===== config.mk =====
export PLATFORM = sky130hd
export DESIGN_NAME = stream_demux
export DESIGN_NICKNAME = d
export VERILOG_FILES = /design/src/rtl/stream_demux.sv
export SDC_FILE = /design/constraint.sdc
export NUM_CORES = 1
export LEC_CHECK = 0
export ABC_CLOCK_PERIOD_IN_PS = 2600
export BUFFER_PORTS_ARGS = -buffer_cell sky130_fd_sc_hd__buf_2
export CORE_MARGIN = 10
export CORE_UTILIZATION = 35
export CTS_BUF_LIST = sky130_fd_sc_hd__clkbuf_8 sky130_fd_sc_hd__clkbuf_16
export DETAILED_ROUTE_END_ITERATION = 10
export SLEW_MARGIN = 20
export SYNTH_ARGS = -nofsm -noshare
export SYNTH_HDL_FRONTEND = slang
export SYNTH_SLANG_ARGS = --single-unit

===== constraint.sdc =====
create_clock -name clk -period 2.6 [get_ports clk]
set_input_delay 0.26 -clock clk [delete_from_list [all_inputs] [get_ports clk]]
set_output_delay 0.26 -clock clk [all_outputs]
set_load 0.02 [all_outputs]

===== src/rtl/stream_demux.sv =====
// Time-multiplexed word stream to parallel frame demultiplexer.
// Words collect into per-slot shadow registers, and each complete frame is published on out_data.
module stream_demux #(
    parameter int WIDTH  = 4,
    parameter int NSLOTS = 4
) (
    input  logic                     clk,
    input  logic                     rst_n,
    input  logic [WIDTH-1:0]         in_data,
    input  logic                     in_valid,
    input  logic                     in_sof,
    output logic                     in_ready,
    output logic [NSLOTS*WIDTH-1:0]  out_data,
    output logic                     frame_valid,
    input  logic                     frame_ack,
    output logic                     sync_err
);

    localparam int IW = (NSLOTS > 1) ? $clog2(NSLOTS) : 1;
    localparam logic [IW-1:0] LAST = IW'(NSLOTS - 1);

    typedef enum logic {COLLECT, HOLD} mode_t;

    mode_t                   mode, mode_next;
    logic [IW-1:0]           idx, idx_next;
    logic [WIDTH-1:0]        shadow [NSLOTS];
    logic [NSLOTS*WIDTH-1:0] frame_next;
    logic                    accept, at_last, complete, ack, resync, sync_err_next;

    assign at_last     = (idx == LAST);
    assign frame_valid = (mode == HOLD);
    assign ack         = frame_ack & frame_valid;
    // Only stall the final word of a frame, and only if the held frame is not leaving this cycle.
    assign in_ready    = !(at_last && frame_valid && !frame_ack);
    assign accept      = in_valid & in_ready;
    assign resync      = accept & in_sof & (idx != '0);
    assign complete    = accept & ~in_sof & at_last;

    always_comb begin
        mode_next     = mode;
        idx_next      = idx;
        sync_err_next = sync_err;
        frame_next    = '0;

        case (mode)
            COLLECT: if (complete) mode_next = HOLD;
            HOLD:    if (ack && !complete) mode_next = COLLECT;
            default: mode_next = COLLECT;
        endcase

        if (accept) begin
            if (in_sof)       idx_next = IW'(1);
            else if (at_last) idx_next = '0;
            else              idx_next = idx + 1'b1;
        end

        // A restart in the same cycle as an acknowledge must leave the flag set.
        if (resync)   sync_err_next = 1'b1;
        else if (ack) sync_err_next = 1'b0;

        for (int k = 0; k < NSLOTS - 1; k++) begin
            frame_next[k*WIDTH +: WIDTH] = shadow[k];
        end
        frame_next[(NSLOTS-1)*WIDTH +: WIDTH] = in_data;
    end

    always_ff @(posedge clk or negedge rst_n) begin
        if (!rst_n) begin
            mode     <= COLLECT;
            idx      <= '0;
            sync_err <= 1'b0;
            out_data <= '0;
            for (int k = 0; k < NSLOTS; k++) begin
                shadow[k] <= '0;
            end
        end else begin
            mode     <= mode_next;
            idx      <= idx_next;
            sync_err <= sync_err_next;
            if (complete) out_data <= frame_next;
            if (accept)   shadow[in_sof ? '0 : idx] <= in_data;
        end
    end

endmodule


==> reports/qor.yml, run 1 <==
fillers: 357
synth_area_leaders: "dfrtp_1, mux2_2, mux2_4"
yosys.area.top_type: "dfrtp_1"
synth_top_cell_area_share_pct: 59.7
worstSetupStartpointType: "flop"
boundaryPins: 28
viasPerCell: 4.61
cts_tree: "yes"
ys_ff_latch: 32
vias: 775
cellLeakagePower_nw: 0.783
gr-total-overflow: 0
rr_worst_depth: 5
crit-reg2reg-launch: "idx[0]$_DFFE_PN0P_"
p_sw_uw: 596
end_kind: "flop"
core_um2: 3690
reg2reg_to: "out_data[7]$_DFFE_PN0P_"
avgSynthCellArea_um2: 15.6
synth.distinct_cells: 19
numCtsBuffers: 5
wl_per_cell_um: 14.6
synth_nets: 97
postCtsResizedCells: 0
hold_violations: 0
p_comb_share_pct: 32.8
worstMarginPinSlew_ns: 0.689
rows: 22
preCtsSetupSlack_ns: 0.934
cts_hold_buf: 0
synthCells: 86
timing.final.crit_share_pct: 63.2
fin_nets: 130
rsz0062_at_grt: "false"
maxCapViolations: 0
grt_pass1_vias: 831
drc: 0
critPathRequiredTime_ns: 2.76
seqPwrFrac_pct: 43.2
clock-sinks: 32
fp.dieH_um: 81.9
ys_seq_area_share_pct: 59.7
regToRegSetupSlack_ns: 0.96
wirelength_um: 2460
drive_above_1_share_pct: 54.2
ant_nets: 0
maxSlewViolCount: 0
initial_utilization_pct: 36.4
io_buffers: 27
cellPowerDensity_nw_per_um2: 1160
hold_class: "in2async"
grt_max_degree: 33
fp.dieW_um: 81.9
skew_ns: 0.00830
crit_end: "out_data[7]$_DFFE_PN0P_"
status: "finished, final reports clean"
clk_path_buf_depth: 2
synth_area_um2: 1340
clk_pin_slew_ns: 0.07
drt_iter0_markers: 43
period_needed_ns: 1.64
postCtsSetupBuffers: 0
peakVddDrop_v: 0.000606
crit_start: "idx[0]$_DFFE_PN0P_"
grt_usage_pct: 8.16
crit_arrival_ns: 1.80
timing.slew.headroom_pct: 54.1
insertion_delay_ns: 0.28
setup_viol: 0
dr.pass1.iters: 3
fin_ws_ns: 0.956
power_frac_clock_pct: 24.0
gp_congestion: 0.723
cts_root_buf: "clkbuf_8"
worstSetupPathType: "reg2reg"
htreeDepth: 2
switching_share_pct: 31.6
yosys_warnings: 0
syn_to_final_growth_pct: 21.3
clock.fmax_mhz: 608
fin_setup_tns_ns: 0
antenna_found_initial: 0
place_hpwl_um: 1860
grt_first_pass_wirelength_um: 4090
crit_path_max_fanout: 16
die_area_um2: 6710
intPower_mw: 1.29
antenna_cells: 0
-- power groups by stage --
stage,Clock [mW],Sequential (mW),Combinational [mW]
after floorplan,0,0.963,0.283
after global placement,0,0.816,0.625
after detailed placement,0,0.828,0.638
after CTS,0.461,0.822,0.638
after global routing,0.483,0.849,0.673
final,0.453,0.816,0.619
-- metrics by stage --
| stage | hold slack, ns | std cells | utilization [%] | instance area, µm² | power (mW) |
|---|---|---|---|---|---|
| after floorplan | -0.0356 | 86 | - | 1340 | 1.25 |
| after global placement | 0.343 | 160 | 41.2 | 1520 | 1.44 |
| after detailed placement | 0.348 | 160 | 41.2 | 1520 | 1.47 |
| after CTS | 0.0429 | 168 | 44.1 | 1630 | 1.92 |
| after global routing | 0.0720 | 168 | 44.1 | 1630 | 2.00 |
| final | 0.0210 | 168 | 44.1 | 1630 | 1.89 |
-- kinds of logic after synthesis --
| logic type | synth area share (%) |
|---|---|
| AND/OR/NAND/NOR | 6.90 |
| AO/OA/AOI/OAI | 1.31 |
| buffers and inverters | 2.43 |
| adder cells (fa/ha/maj) | 1.87 |
| multiplexers | 27.8 |
| flip-flops | 59.7 |
-- state kept, by name, summed over array words and instances, names as in the netlist --
name / flops
idx: 2
frame_next: 12
sync_err: 1
out_data: 16
frame_valid: 1
-- worst max-delay path, stage by stage (launching register included) --
cell     delay (ns)
dfrtp_1        0.40
ha_1           0.21
nand2_2        0.08
nor3b_4        0.15
buf_4          0.30
mux2_2         0.38
-- placed cells by master (no fill, tap or decap), types with 2 or more instances in the layout --
cell,n
dfrtp_1,32
buf_2,27
clkbuf_8,5
nand2_1,3
nor2_1,3
mux2_4,10
ha_1,2
inv_1,3
mux2_2,18
mux2i_1,2
o21ai_0,2
nand2b_1,3
-- worst min path at each step --
stage / startpoint / end / slack (ns) / cells past startpoint
6_report: rst_n / frame_next[11]$_DFFE_PN0P_ / 0.02 / 1
5_1_grt: rst_n / frame_next[7]$_DFFE_PN0P_ / 0.07 / 1
4_1_cts: rst_n / frame_next[7]$_DFFE_PN0P_ / 0.04 / 1
3_5_place_dp: rst_n / frame_next[6]$_DFFE_PN0P_ / 0.35 / 1
3_3_place_gp: rst_n / frame_next[6]$_DFFE_PN0P_ / 0.34 / 1
2_1_floorplan: rst_n / frame_next[0]$_DFFE_PN0P_ / -0.04 / 0
-- layout make-up --
class / instances / area (µm²) / share of cell area [%]
Tap cell: 48 / 60.1 / 3.69
Sequential cell: 32 / 801 / 49.2
Inverter: 2 / 7.51 / 0.462
Timing Repair Buffer: 28 / 143 / 8.77
Clock buffer: 5 / 68.8 / 4.23
Clock inverter: 3 / 38.8 / 2.38
Multi-Input combinational cell: 50 / 508 / 31.2
-- metal layers --
metal  GRT usage (%)  vias to the layer above  part of all wire (%)
met5               0                        -                     0
li1                -                      371                     -
met3            3.38                        6                   6.1
met2            12.4                       17                    48
met1            9.34                      381                    43
met4            5.10                        0                   2.3
-- cell usage after synthesis --
master and n:
buf_2 1, nand3_1 1, nor2_1 3, nand2_1 3, nor3b_4 1, mux2_4 10
dfrtp_1 32, nor3b_1 1, nand2b_1 3, nand3b_1 1, inv_1 2, mux2i_1 2
o211ai_1 1, nand2_2 1, mux2_2 18, buf_12 1, o21ai_0 2, nand4_1 1
ha_1 2
Note: power is estimated with default switching activity, not from simulation.
==> run 2: changes to the inputs <==
--- a/config.mk
+++ b/config.mk
@@ -5,7 +5,8 @@
 export SDC_FILE = /design/constraint.sdc
 export NUM_CORES = 1
 export LEC_CHECK = 0
-export ABC_CLOCK_PERIOD_IN_PS = 2600
+export ABC_AREA = 1
+export ABC_CLOCK_PERIOD_IN_PS = 1600
 export BUFFER_PORTS_ARGS = -buffer_cell sky130_fd_sc_hd__buf_2
 export CORE_MARGIN = 10
 export CORE_UTILIZATION = 35
==> constraint.sdc (replaced) <==
create_clock -name clk -period 1.6 [get_ports clk]
set_input_delay 0.16 -clock clk [delete_from_list [all_inputs] [get_ports clk]]
set_output_delay 0.16 -clock clk [all_outputs]
set_load 0.02 [all_outputs]
==> reports/qor.yml, run 2 <==
status: "finished, final reports clean"
initial_utilization_pct: 36.3  # about the same
vias: 1043  # +35%
boundaryPins: 28  # unchanged
fin_nets: 199  # +53%
cts_tree: "yes"
hold_ws_ns: 0.155  # +0.134 ns
largest_register_ffs: 16  # unchanged
clk_pin_slew_ns: 0.07  # about the same
drc: 0  # unchanged
clk_path_buf_depth: 2  # unchanged
rr_worst_depth: 6  # +1
clock-sinks: 32  # unchanged
peakVddDrop_v: 0.000639  # +5.5%
synth_area_um2: 1460  # +9.1%
yosys_warnings: 0  # unchanged
timing.final.crit_share_pct: 94.8
mostFrequentLayoutCell: "nand2_1"
synth.distinct_cells: 17  # -2
ys_seq_area_share_pct: 54.7  # -5.0 points
ys_ff_latch: 32  # unchanged
final_cell_mix: "nand2_1, dfrtp_1, buf_2"
timing.slew.headroom_pct: 53.8  # -0.31 points
ant_nets: 0  # unchanged
hold_violations: 0  # unchanged
whs_path_depth: 3
synth-edff-count: 0  # unchanged
crit_path_max_fanout: 2  # -14
drt_iter0_markers: 53  # +23%
wl_per_cell_um: 12.2  # -16%
gr-total-overflow: 0  # unchanged
synth_nets: 163  # +68%
avgSynthCellArea_um2: 9.63  # -38%
gp_congestion: 0.756  # +4.6%
viasPerCell: 4.36  # -5.4%
regToRegSetupSlack_ns: 0.18  # -0.78 ns
cts_root_buf: "clkbuf_8"
grt_max_degree: 33  # unchanged
cellPowerDensity_nw_per_um2: 1660  # +43%
period_needed_ns: 1.52
multiInputGateArea_um2: 548  # +7.9%
worstSetupPathType: "reg2out"
skew_ns: 0.00585  # -0.00245 ns
core_um2: 4030  # +9.2%
clock.fmax_mhz: 659
critPathRequiredTime_ns: 1.44  # -1.32 ns
reg2reg_to: "frame_next[3]$_DFFE_PN0P_"
grt_first_pass_wirelength_um: 5160  # +26%
syn_to_final_growth_pct: 22.7
p_total_mw: 2.98  # +58%
crit_arrival_ns: 1.36  # -0.44 ns
antenna_cells: 0  # unchanged
htreeDepth: 2  # unchanged
max_flop_register: "out_data"
whs_endpoint: "out_data[15]$_DFFE_PN0P_"
die_area_um2: 7170  # +6.9%
drive_above_1_share_pct: 36.5  # -18 points
rows: 23  # +4.5%
insertion_delay_ns: 0.28  # about the same
antenna_found_initial: 0  # unchanged
numCtsBuffers: 5  # unchanged
yosysMostFrequentCell: "nand2_1"
fp.dieH_um: 84.7  # +3.4%
io_buffers: 27  # unchanged
synth.top_cells.by_count: "nand2_1, dfrtp_1, inv_1, o21ai_2, nand3_1"
synth_area_leaders: "dfrtp_1, nand2_1, o21ai_2"
synthArstFlopShare_pct: 100  # unchanged
worstMarginPinSlew_ns: 0.694  # +0.00458 ns
rsz0062_at_grt: "false"
cellLeakagePower_nw: 0.961  # +23%
place_hpwl_um: 2170  # +17%
preCtsSetupSlack_ns: 0.131  # -0.804 ns
synth_top_cell_area_share_pct: 54.7  # -5.0 points
worstSetupStartpointType: "flop"
synth_ff_type: "dfrtp_1"
setup_viol: 0  # unchanged
dr.pass1.iters: 4  # +1
fp.dieW_um: 84.7  # +3.4%
maxCapViolations: 0  # unchanged
maxSlewViolCount: 0  # unchanged
yosys.area.top_type: "dfrtp_1"
fin_setup_tns_ns: 0  # unchanged
fin_ws_ns: 0.0824  # -0.873 ns
grt_usage_pct: 8.76  # +0.61 points
register_area_um2: 801  # unchanged
worstHoldStart: "in_data[3]"
end_kind: "output pin"
synthCells: 152  # +77%
grt_pass1_vias: 1106  # +33%
hold_class: "in2reg"
crit-reg2reg-launch: "idx[0]$_DFFE_PN0P_"
fillers: 407  # +14%
finish.utilization_pct: 44.6  # +0.50 points
wirelength_um: 2920  # +19%
==> run 2: changes by cell type after synthesis, sizes merged, moves of 3 or more <==
cell / previous run / this run
nand2: 4 / 55
mux2: 28 / 0
inv: 2 / 22
o21ai: 2 / 18
nand3: 1 / 13
nand2b: 3 / 0
==> run 2: stage by stage <==
stage,instance area (µm²),cells
after global placement,1650,228
final,1800,239
after CTS,1780,238
after detailed placement,1650,228
after floorplan,1460,152
after global routing,1800,239
==> run 2: per-layer routing <==
layer	share of wire [%]	up-vias	track usage [%]	wire length [µm]
met1	49	469	10.6	1430
met4	2.1	0	4.34	61
met2	42	27	12.6	1210
met3	7.4	6	4.25	216
li1	-	541	-	-
met5	0	-	0	0
==> run 2: critical path, stage by stage (launching register included) <==
cell and delay (ns):
dfrtp_1 0.40, ha_4 0.16, nand2_1 0.09, nor2_4 0.19
inv_1 0.07, buf_2 0.16
==> run 2: cell type report <==
| cell class | instances | share of cell area (%) |
|---|---|---|
| Clock buffer | 5 | 3.83 |
| Clock inverter | 3 | 2.16 |
| Sequential cell | 32 | 44.6 |
| Tap cell | 50 | 3.48 |
| Inverter | 22 | 4.60 |
| Timing Repair Buffer | 33 | 10.9 |
| Multi-Input combinational cell | 94 | 30.5 |
==> run 2: logic make-up after synthesis <==
logic type,after synthesis,share of synthesized area (%)
simple gates,74,24.6
flops,32,54.7
buf+inv,26,8.72
compound gates,18,10.3
fa+ha+maj,2,1.71
==> run 2: timing repair <==
item / in CTS / in global routing
buffers inserted: 1 / 1
resized for setup: 0 / 2
gates cloned: 0 / 0
hold endpoints to repair: 32 / 0
pin swaps: 0 / 2
endpoints found under the setup margin: 1 / 1
hold buffers: 1 / 0
==> run 2: power breakdown <==
| group | total, mW | internal, mW | switching, mW |
|---|---|---|---|
| Combinational | 0.977 | 0.360 | 0.617 |
| Clock | 0.757 | 0.455 | 0.302 |
| Sequential | 1.25 | 1.10 | 0.151 |
==> run 2: worst max-delay path by stage <==
stage / slack, ns / end / from / cells after the start
3_3_place_gp: 0.18 / frame_next[11]$_DFFE_PN0P_ / idx[1]$_DFFE_PN0P_ / 7
6_report: 0.08 / in_ready / idx[0]$_DFFE_PN0P_ / 5
3_5_place_dp: 0.13 / frame_next[9]$_DFFE_PN0P_ / idx[1]$_DFFE_PN0P_ / 7
4_1_cts: 0.04 / in_ready / idx[0]$_DFFE_PN0P_ / 5
2_1_floorplan: 0.30 / frame_next[0]$_DFFE_PN0P_ / idx[0]$_DFFE_PN0P_ / 7
5_1_grt: 0.02 / in_ready / idx[0]$_DFFE_PN0P_ / 5
==> run 3: changes to the inputs <==
--- a/config.mk
+++ b/config.mk
@@ -12,6 +12,7 @@
 export CORE_UTILIZATION = 35
 export CTS_BUF_LIST = sky130_fd_sc_hd__clkbuf_8 sky130_fd_sc_hd__clkbuf_16
 export DETAILED_ROUTE_END_ITERATION = 10
+export REMOVE_ABC_BUFFERS = 1
 export SLEW_MARGIN = 20
 export SYNTH_ARGS = -nofsm -noshare
 export SYNTH_HDL_FRONTEND = slang
==> reports/qor.yml, run 3 (same netlist as run 2, synthesis figures left out) <==
skew_ns: 0.00744  # +0.00159 ns
fin_nets: 200  # +0.50%
dr.pass1.iters: 4  # unchanged
mostFrequentLayoutCell: "nand2_1"
grt_first_pass_wirelength_um: 5100  # -1.2%
peakVddDrop_v: 0.000428  # -33%
place_area_um2: 1650  # -0.30%
whs_endpoint: "out_data[15]$_DFFE_PN0P_"
period_needed_ns: 1.51  # -0.00517 ns
maxSlewViolCount: 0  # unchanged
max_flop_register: "out_data"
io_buffers: 27  # unchanged
register_area_um2: 802  # +0.16%
fin_ws_ns: 0.0876  # +0.00517 ns
timing.final.crit_share_pct: 94.5  # -0.32 points
largest_register_ffs: 16  # unchanged
worstHoldStart: "in_data[3]"
syn_to_final_growth_pct: 22.5
hold_ws_ns: 0.156  # +0.00141 ns
grt_max_degree: 33  # unchanged
whs_path_depth: 3  # unchanged
status: "finished, final reports clean"
initial_utilization_pct: 36.3  # unchanged
gr-total-overflow: 0  # unchanged
end_kind: "output pin"
worstMarginPinSlew_ns: 0.413  # -0.281 ns
dp.cells: 229  # +0.44%
final_cell_mix: "nand2_1, dfrtp_1, buf_2"
cts_tree: "yes"
place_hpwl_um: 2140  # -1.3%
cellPowerDensity_nw_per_um2: 1660  # about the same
gp_congestion: 0.782  # +3.5%
drt_iter0_markers: 34  # -36%
vias: 1041  # -0.19%
critPathRequiredTime_ns: 1.44  # about the same
ant_nets: 0  # unchanged
crit-reg2reg-launch: "idx[1]$_DFFE_PN0P_"
drive_above_1_share_pct: 37.4  # +0.86 points
grt_pass1_vias: 1095  # -0.99%
htreeDepth: 2  # unchanged
timing.slew.headroom_pct: 72.5  # +19 points
rr_worst_depth: 7  # +1
setup_viol: 0  # unchanged
antenna_found_initial: 0  # unchanged
maxCapViolations: 0  # unchanged
die_area_um2: 7170  # unchanged
rows: 23  # unchanged
hold_class: "in2reg"
wl_per_cell_um: 12.1  # -1.1%
clk_pin_slew_ns: 0.07  # about the same
fp.dieW_um: 84.7  # unchanged
regToRegSetupSlack_ns: 0.22  # +0.04 ns
reg2reg_to: "frame_next[1]$_DFFE_PN0P_"
clock-sinks: 32  # unchanged
multiInputGateArea_um2: 548  # unchanged
worstSetupStartpointType: "flop"
drc: 0  # unchanged
fin_cells: 240  # +0.42%
clk_path_buf_depth: 2  # unchanged
preCtsSetupSlack_ns: 0.138  # +0.00704 ns
worstSetupPathType: "reg2out"
core_um2: 4030  # unchanged
antenna_cells: 0  # unchanged
crit_arrival_ns: 1.35  # about the same
cts_root_buf: "clkbuf_8"
insertion_delay_ns: 0.28  # about the same
cellLeakagePower_nw: 0.958  # -0.27%
grt_usage_pct: 8.85  # +0.091 points
crit_start: "idx[0]$_DFFE_PN0P_"
fillers: 425  # +4.4%
hold_violations: 0  # unchanged
design_area_um2: 1790  # -0.21%
wirelength_um: 2900  # -0.72%
viasPerCell: 4.34  # -0.61%
fp.dieH_um: 84.7  # unchanged
numCtsBuffers: 5  # unchanged
clock.fmax_mhz: 661  # +0.34%
boundaryPins: 28  # unchanged
crit_path_max_fanout: 2  # unchanged
p_total_mw: 2.97  # -0.27%
[run 3: worst max path at each step]
stage / cells past startpoint / endpoint / slack, ns
final: 5 / in_ready / 0.09
after global routing: 5 / in_ready / -0.0009
after CTS: 5 / in_ready / 0.01
after detailed placement: 7 / frame_next[11]$_DFFE_PN0P_ / 0.14
after global placement: 7 / frame_next[0]$_DFFE_PN0P_ / 0.19
after floorplan: 4 / out_data[0]$_DFFE_PN0P_ / 0.16
[run 3: worst max-delay path, cell delays in order (launching register included)]
cell	delay (ns)
dfrtp_1	0.41
ha_4	0.17
nand2_1	0.08
nor2_4	0.18
inv_1	0.07
buf_2	0.16
[run 3: per-stage QoR]
step | util [%] | setup TNS [ns]
final | 44.5 | 0
after global routing | 44.5 | -0.000875
after CTS | 43.8 | 0
after detailed placement | 40.9 | 0
after global placement | 40.9 | 0
after floorplan | - | 0
[run 3: layout make-up]
type / instances / area share [%]
inverters: 22 / 4.61
multi-input cells: 94 / 30.6
clock buffers: 5 / 3.84
repair buffers: 34 / 10.6
flip-flops and latches: 32 / 44.7
well taps: 50 / 3.49
clock inverters: 3 / 2.16
[run 3: power by group]
| group | total, mW | internal [mW] | switching (mW) | leakage (nW) |
|---|---|---|---|---|
| Clock | 0.746 | 0.455 | 0.291 | 0.0593 |
| Sequential | 1.25 | 1.10 | 0.155 | 0.405 |
| Combinational | 0.974 | 0.360 | 0.614 | 0.494 |
| Total | 2.97 | 1.91 | 1.06 | 0.958 |
[run 3: metal layers]
layer,vias to the layer above,wire (µm),GRT usage (%)
met2,18,1410,14.6
met4,0,37,4.49
li1,544,-,-
met5,-,0,0
met1,477,1320,9.22
met3,2,139,4.15
[run 3: what timing repair did]
action	in CTS	in global routing
gates resized for setup	1	2
setup endpoints to repair	1	1
pin swaps	0	1
setup buffers	0	2
hold buffers	1	0
endpoints found under the hold margin	32	0
